[src/rtl/operand_fetch.sv]
// operand_fetch: RV32I decode/operand-fetch stage with busy scoreboard,
// write-back bypass and a one-entry output register toward execute.
module operand_fetch #(
    parameter int ADW = 5,
    parameter int DPW = 32
) (
    input  logic           clk,
    input  logic           rst,
    input  logic           in_valid,
    output logic           in_ready,
    input  logic [DPW-1:0] in_instr,
    input  logic [DPW-1:0] in_pc,
    output logic [ADW-1:0] addr_1,
    output logic [ADW-1:0] addr_2,
    input  logic [DPW-1:0] rd_1,
    input  logic [DPW-1:0] rd_2,
    input  logic           wb_valid,
    input  logic [ADW-1:0] wb_addr,
    input  logic [DPW-1:0] wb_data,
    output logic           out_valid,
    input  logic           out_ready,
    output logic [DPW-1:0] out_instr,
    output logic [DPW-1:0] out_pc,
    output logic [DPW-1:0] out_op1,
    output logic [DPW-1:0] out_op2,
    output logic [ADW-1:0] out_rd,
    output logic           out_wr,
    output logic [31:0]    stall_cnt
);

    localparam int NREG = 2 ** ADW;

    localparam logic [6:0] OP_LUI   = 7'b0110111;
    localparam logic [6:0] OP_AUIPC = 7'b0010111;
    localparam logic [6:0] OP_JAL   = 7'b1101111;
    localparam logic [6:0] OP_REG   = 7'b0110011;
    localparam logic [6:0] OP_STORE = 7'b0100011;
    localparam logic [6:0] OP_BR    = 7'b1100011;

    logic [6:0]     opcode;
    logic [ADW-1:0] rs1;
    logic [ADW-1:0] rs2;
    logic [ADW-1:0] rd;
    logic           uses_rs1;
    logic           uses_rs2;
    logic           writes_rd;

    logic           wb_hit1;
    logic           wb_hit2;
    logic           busy_rs1;
    logic           busy_rs2;
    logic           busy_rd;
    logic           hazard;
    logic           accept;

    logic [DPW-1:0] op1;
    logic [DPW-1:0] op2;

    logic [NREG-1:0] busy_q;
    logic [NREG-1:0] busy_d;
    logic [31:0]     stall_q;
    logic [31:0]     stall_d;

    logic           out_valid_q;
    logic [DPW-1:0] out_instr_q;
    logic [DPW-1:0] out_pc_q;
    logic [DPW-1:0] out_op1_q;
    logic [DPW-1:0] out_op2_q;
    logic [ADW-1:0] out_rd_q;
    logic           out_wr_q;

    assign opcode = in_instr[6:0];
    assign rs1    = ADW'(in_instr[19:15]);
    assign rs2    = ADW'(in_instr[24:20]);
    assign rd     = ADW'(in_instr[11:7]);
    assign addr_1 = rs1;
    assign addr_2 = rs2;

    // Source/destination usage derived from the major opcode.
    always_comb begin
        uses_rs1  = 1'b1;
        uses_rs2  = 1'b0;
        writes_rd = (rd != '0);
        unique case (1'b1)
            (opcode == OP_LUI),
            (opcode == OP_AUIPC),
            (opcode == OP_JAL):   uses_rs1 = 1'b0;
            (opcode == OP_REG):   uses_rs2 = 1'b1;
            (opcode == OP_STORE),
            (opcode == OP_BR): begin
                uses_rs2  = 1'b1;
                writes_rd = 1'b0;
            end
            default: ;
        endcase
    end

    // A write-back this cycle resolves the hazard on its register.
    assign wb_hit1  = wb_valid && (wb_addr == rs1);
    assign wb_hit2  = wb_valid && (wb_addr == rs2);
    assign busy_rs1 = busy_q[rs1] && !wb_hit1;
    assign busy_rs2 = busy_q[rs2] && !wb_hit2;
    assign busy_rd  = busy_q[rd] && !(wb_valid && (wb_addr == rd));

    assign hazard   = (uses_rs1 && busy_rs1)
                    || (uses_rs2 && busy_rs2)
                    || (writes_rd && busy_rd);
    assign in_ready = (!out_valid_q || out_ready) && !hazard;
    assign accept   = in_valid && in_ready;

    // Operand select: x0/unused gives zero, then bypass, then reg_file.
    always_comb begin
        op1 = rd_1;
        op2 = rd_2;
        if (!uses_rs1 || rs1 == '0) begin
            op1 = '0;
        end else if (wb_hit1) begin
            op1 = wb_data;
        end
        if (!uses_rs2 || rs2 == '0) begin
            op2 = '0;
        end else if (wb_hit2) begin
            op2 = wb_data;
        end
    end

    // Scoreboard next state: clear on write-back, then set on issue.
    always_comb begin
        busy_d = busy_q;
        if (wb_valid) begin
            busy_d[wb_addr] = 1'b0;
        end
        if (accept && writes_rd) begin
            busy_d[rd] = 1'b1;
        end
        busy_d[0] = 1'b0;
    end

    // Saturating count of cycles lost to hazards.
    always_comb begin
        stall_d = stall_q;
        if (in_valid && hazard && stall_q != 32'hFFFF_FFFF) begin
            stall_d = stall_q + 32'd1;
        end
    end

    // Stage state: scoreboard, stall counter and output register.
    always_ff @(posedge clk) begin
        if (rst) begin
            busy_q      <= '0;
            stall_q     <= '0;
            out_valid_q <= 1'b0;
            out_instr_q <= '0;
            out_pc_q    <= '0;
            out_op1_q   <= '0;
            out_op2_q   <= '0;
            out_rd_q    <= '0;
            out_wr_q    <= 1'b0;
        end else begin
            busy_q  <= busy_d;
            stall_q <= stall_d;
            if (accept) begin
                out_valid_q <= 1'b1;
                out_instr_q <= in_instr;
                out_pc_q    <= in_pc;
                out_op1_q   <= op1;
                out_op2_q   <= op2;
                out_rd_q    <= rd;
                out_wr_q    <= writes_rd;
            end else if (out_ready) begin
                out_valid_q <= 1'b0;
            end
        end
    end

    assign out_valid = out_valid_q;
    assign out_instr = out_instr_q;
    assign out_pc    = out_pc_q;
    assign out_op1   = out_op1_q;
    assign out_op2   = out_op2_q;
    assign out_rd    = out_rd_q;
    assign out_wr    = out_wr_q;
    assign stall_cnt = stall_q;

endmodule

[config.mk]
export PLATFORM = sky130hd
export DESIGN_NAME = operand_fetch
export DESIGN_NICKNAME = d
export VERILOG_FILES = /design/src/rtl/operand_fetch.sv
export SDC_FILE = /design/constraint.sdc
export NUM_CORES = 1
export LEC_CHECK = 0
export CELL_PAD_IN_SITES_DETAIL_PLACEMENT = 0
export CELL_PAD_IN_SITES_GLOBAL_PLACEMENT = 2
export CORE_ASPECT_RATIO = 0.6
export CORE_MARGIN = 2
export CORE_UTILIZATION = 29
export DETAILED_ROUTE_END_ITERATION = 6
export GPL_ROUTABILITY_DRIVEN = 1
export HOLD_SLACK_MARGIN = 0.03
export PLACE_DENSITY_LB_ADDON = 0.1
export SETUP_SLACK_MARGIN = 0.1
export SLEW_MARGIN = 10
export SYNTH_ARGS = -nofsm -noshare
export SYNTH_HDL_FRONTEND = slang
export SYNTH_SLANG_ARGS = --single-unit
[constraint.sdc]
create_clock -name clk -period 7.5 [get_ports clk]
set_input_delay 1.875 -clock clk [delete_from_list [all_inputs] [get_ports clk]]
set_output_delay 1.875 -clock clk [all_outputs]
set_load 0.005 [all_outputs]
==> results.md <==
- Status: finished, final reports clean
- Initial antenna violation count: 0
- Clock Path Buffers: 2
- Hold-fix buffers, CTS: 0
- Reg clk slew, reported paths: 0.08 ns
- Worst Setup SP: in_instr[16]
- Root Buffer Master: clkbuf_16
- Die Y: 151 µm
- IO Pins: 348
- Area Overhead vs Synth: 39.6%
- # Post-CTS Setup Buffers: 0
- #FFs+latches synth: 193
- Global-route wire length before repair: 62.8 mm
- Synth Instances: 1,182
- Setup Skew: 0.0145 ns
- Max frequency: 0.145 GHz
- Layout cells sized above 1: 7.55%
- Peak supply drop: 0.000141 V
- Synth Area in Simple Gates: 19.0%
- Pin count of the biggest net entering global routing: 117
- Syn. warnings: 0
- Input/output buffers: 347
- Site row count: 53
- Compound-Gate Fraction of Synth Area: 23.5%
- Fin nets: 1,601
- Reg2Reg Depth: 9
- Total GRT Usage: 21.8%
- Setup tns final: 0 ns
- Async set-or-reset flop fraction in the synthesized netlist: 0%
- WL/cell: 21.8 µm
- Synth area leaders: dfxtp_1 37%, mux2i_1 8.1%, o21ai_0 6.9%
- RePlAce Congestion: 0.879
- Post-CTS Resized: 0
- Die Span X: 249 µm
- Dominant cell by count in the synthesized netlist: dfxtp_1
- CP max FO: 13
- P_leak: 0.00472 µW
- Synth unique cells: 62
- Period minus WS final: 6.91 ns
- DRT Pass-1 Iters: 5
- Sequential area share after synthesis: 37.0%
- Post-synth top area share: 37.0%
- Drt via density: 5.33
- Startpoint Class: primary input
- RSZ-0062 raised after global routing: false
- Most common library cells after synthesis: 193 x dfxtp_1, 145 x o21ai_0, 97 x a21oi_1
- HP Class: reg2reg
- Final hold violation count: 0
- Reg2reg end: busy_q[4]
- Multiplexer share of the synthesized area: 11.8%
- Max_slew headroom: 23.2%
- Critical path class: in2out
- Area of the multi-input gates: 5850 µm²
- Post-Syn Area: 10,500 µm²
- Starting Density: 29.6%
- CP most frequent cell: clkdlybuf4s50_1
- Final Cycle Share: 92.1%
- CTS tree: done
- Worst-Skew Late Latency: 0.46 ns
- H-tree depth: 4
- FF+latch area: 3860 µm²
- Crit. End Element: primary output
- Max-cap violation count: 0
- Post-synth EDFFs: 0
- Core area: 35,300 µm²
- Mean Syn Cell Area: 8.84 µm²
- Vias in the first global route: 9,845
- Pins Over Slew Limit: 0
- # fillers: 3,548
- CTS sink cnt: 193
- Arrival @ worst endpoint: 5.03 ns
- Critical-path cell list: clkdlybuf4s50_1 > mux4_2 > mux2_2 > nor3b_2 > a2111oi_2 > a221oi_4 > and2_1 > clkdlybuf4s50_1
- Critical path's largest stage delay: 0.97 ns
- DRC viols: 0
- Grt total ovfl: 0
- Hpwl dp: 28.4 mm
- Starting DRT DRC Count: 655
- CP Data Required Time: 5.62 ns
- Die area: 37,600 µm²
- Synth area leader: dfxtp_1
- Post-synthesis adder-cell area fraction: 0.120%
- Non-Filler Instances: 1,912
- Number of nets still failing antenna checks after routing: 0
- XOR/XNOR share of the synthesized area: 1.26%
- Syn Nets: 1,353
- Worst Setup EP: in_ready
- Slew @ Worst Pin: 1.15 ns
- Final Setup Violations: 0
- Slowest-stage cell, CP: clkdlybuf4s50_1
- Dpl cells: 1,878
- Via count: 10.2k
- Post-synth top flop: dfxtp_1
- R2r startpoint: busy_q[23]
- Routed WL: 41.8 mm
- R2R setup slack: 3.34 ns
- Main combinational cell family by area after synthesis: compound AO/OA/AOI/OAI gates
- CTS buffer count: 17
- Power per standard cell area: 170 nW/µm²
==> layout by cell type, fill, tap and decap left out, types with 12 or more instances in the layout <==
master           Yosys  layout
clkdlybuf4s50_1      0     346
dfxtp_1            193     193
o21ai_0            145     145
a21oi_1             97      97
o31ai_1             86      86
mux2i_1             85      85
nand3_1             84      84
nor2b_1             83      83
nand2_1             31      30
or4_1               24      24
nand3b_1            23      23
buf_4               27      22
nor2_1              20      20
o21ai_1             17      17
clkbuf_16            0      17
o41ai_2             15      15
mux4_2              14      14
xor2_1              12      12
==> metal layers <==
metal  vias up  GRT usage [%]  routed length, µm
li1       4871              -                  -
met1      5014           30.8              20000
met2       276           32.6              18500
met3        26           6.50               2800
met4         0           4.73                512
met5         -              0                  0
==> power breakdown <==
part | leakage (µW) | total, µW | switching (µW) | internal [µW]
sequential | 0.00157 | 1080 | 18.9 | 1060
combinational | 0.00286 | 452 | 242 | 210
clock | 0.000293 | 955 | 465 | 490
==> area by class of cell <==
class / instances / area share (%)
Antenna cell: 2 / 0.0343
Clock buffer: 19 / 3.11
Clock inverter: 13 / 0.995
Inverter: 6 / 0.154
Multi-Input combinational cell: 842 / 40.1
Sequential cell: 193 / 26.5
Tap cell: 467 / 4.01
Timing Repair Buffer: 370 / 25.1
==> metrics by stage <==
| stage | area (µm²) | hold WS [ns] | total power, µW | setup slack (ns) | utilization [%] |
|---|---|---|---|---|---|
| after floorplan | 10500 | 0.470 | 1320 | 1.69 | - |
| after global placement | 14000 | 0.459 | 1560 | 0.642 | 39.6 |
| after detailed placement | 14000 | 0.465 | 1560 | 0.607 | 39.6 |
| after CTS | 14600 | 0.477 | 2520 | 0.591 | 41.3 |
| after global routing | 14600 | 0.498 | 2600 | 0.446 | 41.3 |
| final | 14600 | 0.476 | 2490 | 0.593 | 41.3 |
==> how the worst min path moves through the flow <==
stage                             from      endpoint  slack (ns)  depth (start not counted)
after floorplan                 out_wr        out_wr        0.47                          2
after global placement    out_instr[1]  out_instr[1]        0.46                          2
after detailed placement     out_pc[7]     out_pc[7]        0.47                          2
after CTS                    out_pc[7]     out_pc[7]        0.48                          2
after global routing        out_pc[26]    out_pc[26]        0.50                          2
final                       out_pc[22]    out_pc[22]        0.48                          2
==> kinds of logic (layout without fill, tap and decap cells) <==
| family | Yosys count | after routing |
|---|---|---|
| buf+inv | 147 | 408 |
| fa+ha+maj | 1 | 1 |
| compound gates | 389 | 389 |
| flops | 193 | 193 |
| mux | 105 | 105 |
| xor+xnor | 15 | 15 |
| other cells | 0 | 2 |
| simple gates | 332 | 332 |
==> sequential cells by signal (all words and copies together) (netlist names) <==
| register | flops |
|---|---|
| out_op1 | 32 |
| stall_cnt | 32 |
| busy_q | 31 |
| out_valid | 1 |
| out_instr | 32 |
| out_op2 | 32 |
| out_pc | 32 |
| out_wr | 1 |
==> critical path, delay by kind of cell <==
family / cells / cell delay, ns
AO/OA/AOI/OAI: 2 / 0.38
buffers and inverters: 2 / 1.50
multiplexers: 2 / 0.87
AND/OR/NAND/NOR: 2 / 0.38
Note: power is estimated with default switching activity, not from simulation.
==> variant 1, RTL diff (same settings) <==
Reset style: asynchronous (`rst`), changed in one clocked block.
--- a/src/rtl/operand_fetch.sv
+++ b/src/rtl/operand_fetch.sv
@@ -146,5 +146,5 @@
 
     // Stage state: scoreboard, stall counter and output register.
-    always_ff @(posedge clk) begin
+    always_ff @(posedge clk or posedge rst) begin
         if (rst) begin
             busy_q      <= '0;
Function: differs if rst is asserted again (counterexample within 4 cycles, from zero or initial values and one cycle with rst high); with rst held inactive, the same outputs for 4 cycles.
==> variant 1 against the unedited design <==
- non-clock buffer count decreased by 1
- utilization grew 0.83 points
- final area increased by 1.8%
- worst setup slack improved by 150 ps
- die area fell by 0.20%
- highest routed layer unchanged
- routed wire length decreased by 11%
- synthesized area decreased by 0.20%
- sequential cell count stayed put
Power is not compared: it rests on default switching activity, and its combinational part moved more than twofold at a synthesized area within 25%.
==> variant 1: results (changes against the unedited design) <==
| Metric | Value |
|---|---|
| Area post-placement | 14300 µm² (was 14000 µm²) |
| Routed length per instance | 22.9 µm (was 21.8 µm) |
| First-pass GRT wire length | 55800 µm (was 62800 µm) |
| Filler Cell Count | 3349 (was 3548) |
| Status | finished clean (unchanged) |
| Hold_ws | 491 ps (was 476 ps) |
| Hold Crit Depth | 1 (was 2) |
| Met2 Track Usage GR | 0.318 (was 0.326) |
| Post-Syn Nets | 1012 (was 1353) |
| Largest net degree at the start of global routing | 129 (was 117) |
| Hold_sp | stall_cnt[14] (was out_pc[22]) |
| Nets | 1320 (was 1601) |
| Async S/R FF share, synth | 1.00 (was 0) |
| Clock skew | 11.9 ps (was 14.5 ps) |
| Worst reg2reg path startpoint | busy_q[7] (was busy_q[23]) |
| Finished Layout Cells | 1629 (was 1912) |
| Hold Path End | stall_cnt[14] (was out_pc[22]) |
| Rel. slew slack | 0.337 (was 0.232) |
| CP Max Fanout | 15 (was 13) |
| Pre-CTS setup slack | 671 ps (was 607 ps) |
| Gp weighted congestion | 0.866 (was 0.879) |
| Sequential-to-total area share from yosys stat | 0.463 (was 0.370) |
| Dominant synthesized flop cell | dfrtp_1 (was dfxtp_1) |
| Vias after detailed routing | 8124 (was 10200) |
| Number of global-route vias before repair | 8319 (was 9845) |
| R2R Path End | out_op1[16] (was busy_q[4]) |
| Worst path arrival time | 4880 ps (was 5030 ps) |
| Reg2Reg Depth | 10 (was 9) |
| Met3 global-route usage | 0.0493 (was 0.0650) |
| GRT Overall Usage | 0.200 (was 0.218) |
| # Post-CTS Setup Buffers | 0 (unchanged) |
-- variant 1: cells by family (layout without fill, tap and decap cells) --
group                      Yosys count  after routing  synth area share
xor gates and xnor gates            46             46            0.0386
adders and majority gates            1              1           0.00120
DFF                                193            193             0.463
AOI/OAI and AO/OA                   90             90            0.0837
and+or+nand+nor                    193            193            0.0979
muxes                              231            231             0.269
buffers and inverters               87            408            0.0462
-- variant 1: routing by layer --
metal,up-vias,part of all wire
li1,3668,-
met1,4188,0.46
met2,238,0.47
met3,30,0.060
met4,0,0.017
met5,-,0
-- variant 1: how the worst max path moves through the flow --
stage	start	to	slack, ps	cells past startpoint
final	in_instr[15]	in_ready	740	8
after global routing	in_instr[15]	in_ready	450	8
after CTS	in_instr[15]	in_ready	670	8
after detailed placement	in_instr[15]	in_ready	670	8
after global placement	in_instr[15]	in_ready	700	8
after floorplan	rst	busy_q[10]	370	1
-- variant 1: cell type report --
| cell class | instances | area [µm²] | area share |
|---|---|---|---|
| clock inverters | 15 | 165 | 0.0111 |
| multi-input cells | 561 | 5150 | 0.347 |
| inverters | 7 | 33.8 | 0.00228 |
| flip-flops and latches | 193 | 4830 | 0.325 |
| clock buffers | 17 | 425 | 0.0287 |
| well taps | 467 | 584 | 0.0394 |
| repair buffers | 369 | 3660 | 0.247 |
-- variant 1: report_power, final --
part           switching, W  total, W  internal (W)
logic              0.000439   0.00122      0.000779
registers          0.000199   0.00149       0.00129
clock network      0.000487  0.000964      0.000477
total               0.00113   0.00367       0.00254
-- variant 1: critical path, delay by kind of cell --
family / cells / cell delay (ps)
buffers and inverters: 2 / 1470
multiplexers: 2 / 760
AND/OR/NAND/NOR: 2 / 250
AO/OA/AOI/OAI: 2 / 520
==> variant 2, RTL diff (same flow settings) <==
Without the edit above. The parameter `DPW` goes from 32 to 64.
--- a/src/rtl/operand_fetch.sv
+++ b/src/rtl/operand_fetch.sv
@@ -3,5 +3,5 @@
 module operand_fetch #(
     parameter int ADW = 5,
-    parameter int DPW = 32
+    parameter int DPW = 64
 ) (
     input  logic           clk,
Ports: changed (9 resized); port bits go from 348 to 636. No check against the original RTL was run, so the function may have changed too.
==> variant 2 against the unedited design <==
- worst setup slack better by 75 ps
- routed wire length is 78% higher
- synthesized area is 53% higher
- final area is 63% higher
- maximum frequency is 1.1% higher
- power is 76% higher
- utilization is 2.4 points higher
- non-clock buffer count is 283 higher
- register-to-register slack better by 330 ps
- sequential cell count is 128 higher
- combinational power is 68% higher
- clock skew is 11 ps higher
- critical path type unchanged
- largest cell class unchanged
- highest routed layer unchanged
==> variant 2: results (changes against the unedited design) <==
| Metric | Value |
|---|---|
| Number of global-route vias before repair | 15600 (was 9845) |
| Diode count | 8 (was 2) |
| Worst setup path start | in_instr[7] (was in_instr[16]) |
| Clock power frac | 0.413 (was 0.384) |
| Routed length on met3 | 3530 µm (was 2800 µm) |
| Maximum vdd drop | 117 µV (was 141 µV) |
| Leak | 8.58 nW (was 4.72 nW) |
| Worst reg2reg path startpoint | busy_q[9] (was busy_q[23]) |
| R2r setup slk | 3670 ps (was 3340 ps) |
| Filler Cell Count | 5419 (was 3548) |
| Minimum clock period after layout | 6830 ps (was 6910 ps) |
| Fraction of area in multi-input gates | 0.367 (was 0.401) |
| Share of layout cells above drive strength 1 | 0.0980 (was 0.0755) |
| Status | finished clean (unchanged) |
| Die W | 307 µm (was 249 µm) |
| Power Clock | 0.00180 W (was 0.000955 W) |
| Post-synthesis mux area share | 0.124 (was 0.118) |
| First-pass GRT wire length | 106000 µm (was 62800 µm) |
| H-tree Lvls | 2 (was 4) |
| Met1 Wirelength | 32900 µm (was 20000 µm) |
| Most frequent cells after synthesis | dfxtp_1, nand2_1, a21oi_1, o21ai_0, nor2b_1 (was dfxtp_1, o21ai_0, a21oi_1, clkbuf_1, o31ai_1) |
| Gate Count Post-Synth | 1954 (was 1182) |
| Non-clock buffer share | 0.275 (was 0.251) |
| Post-route cell area | 23800 µm² (was 14600 µm²) |
| Area post-placement | 22600 µm² (was 14000 µm²) |
## variant 2: cell types whose count changed after synthesis, moves of 15 or more
cell / delta
o41ai_1: +21
o21ai_1: -17
mux2i_1: -63
dfxtp_1: +128
buf_1: +17
a21oi_1: +192
o41ai_2: -15
clkbuf_1: +34
nand3_1: +65
o31ai_1: -61
mux2_2: +127
buf_2: +29
nand2_1: +261
nor2b_1: +68
## variant 2: metal layers
metal  GRT usage  vias up
li1            -     7885
met1       0.326     8118
met2       0.412      439
met3      0.0410       84
met4      0.0597        0
met5           0        -
## variant 2: worst min-delay path by stage
stage	start	end	cells after the start
after floorplan	out_wr	out_wr	2
after global routing	out_instr[43]	out_instr[43]	2
after detailed placement	out_instr[15]	out_instr[15]	2
after CTS	out_instr[43]	out_instr[43]	2
final	out_instr[15]	out_instr[15]	2
after global placement	out_pc[30]	out_pc[30]	2
## variant 2: worst min-delay path: cells and delay by family, from the launching register on
family          cells  cell delay, ps
compound gates      2             120
flops               1             300
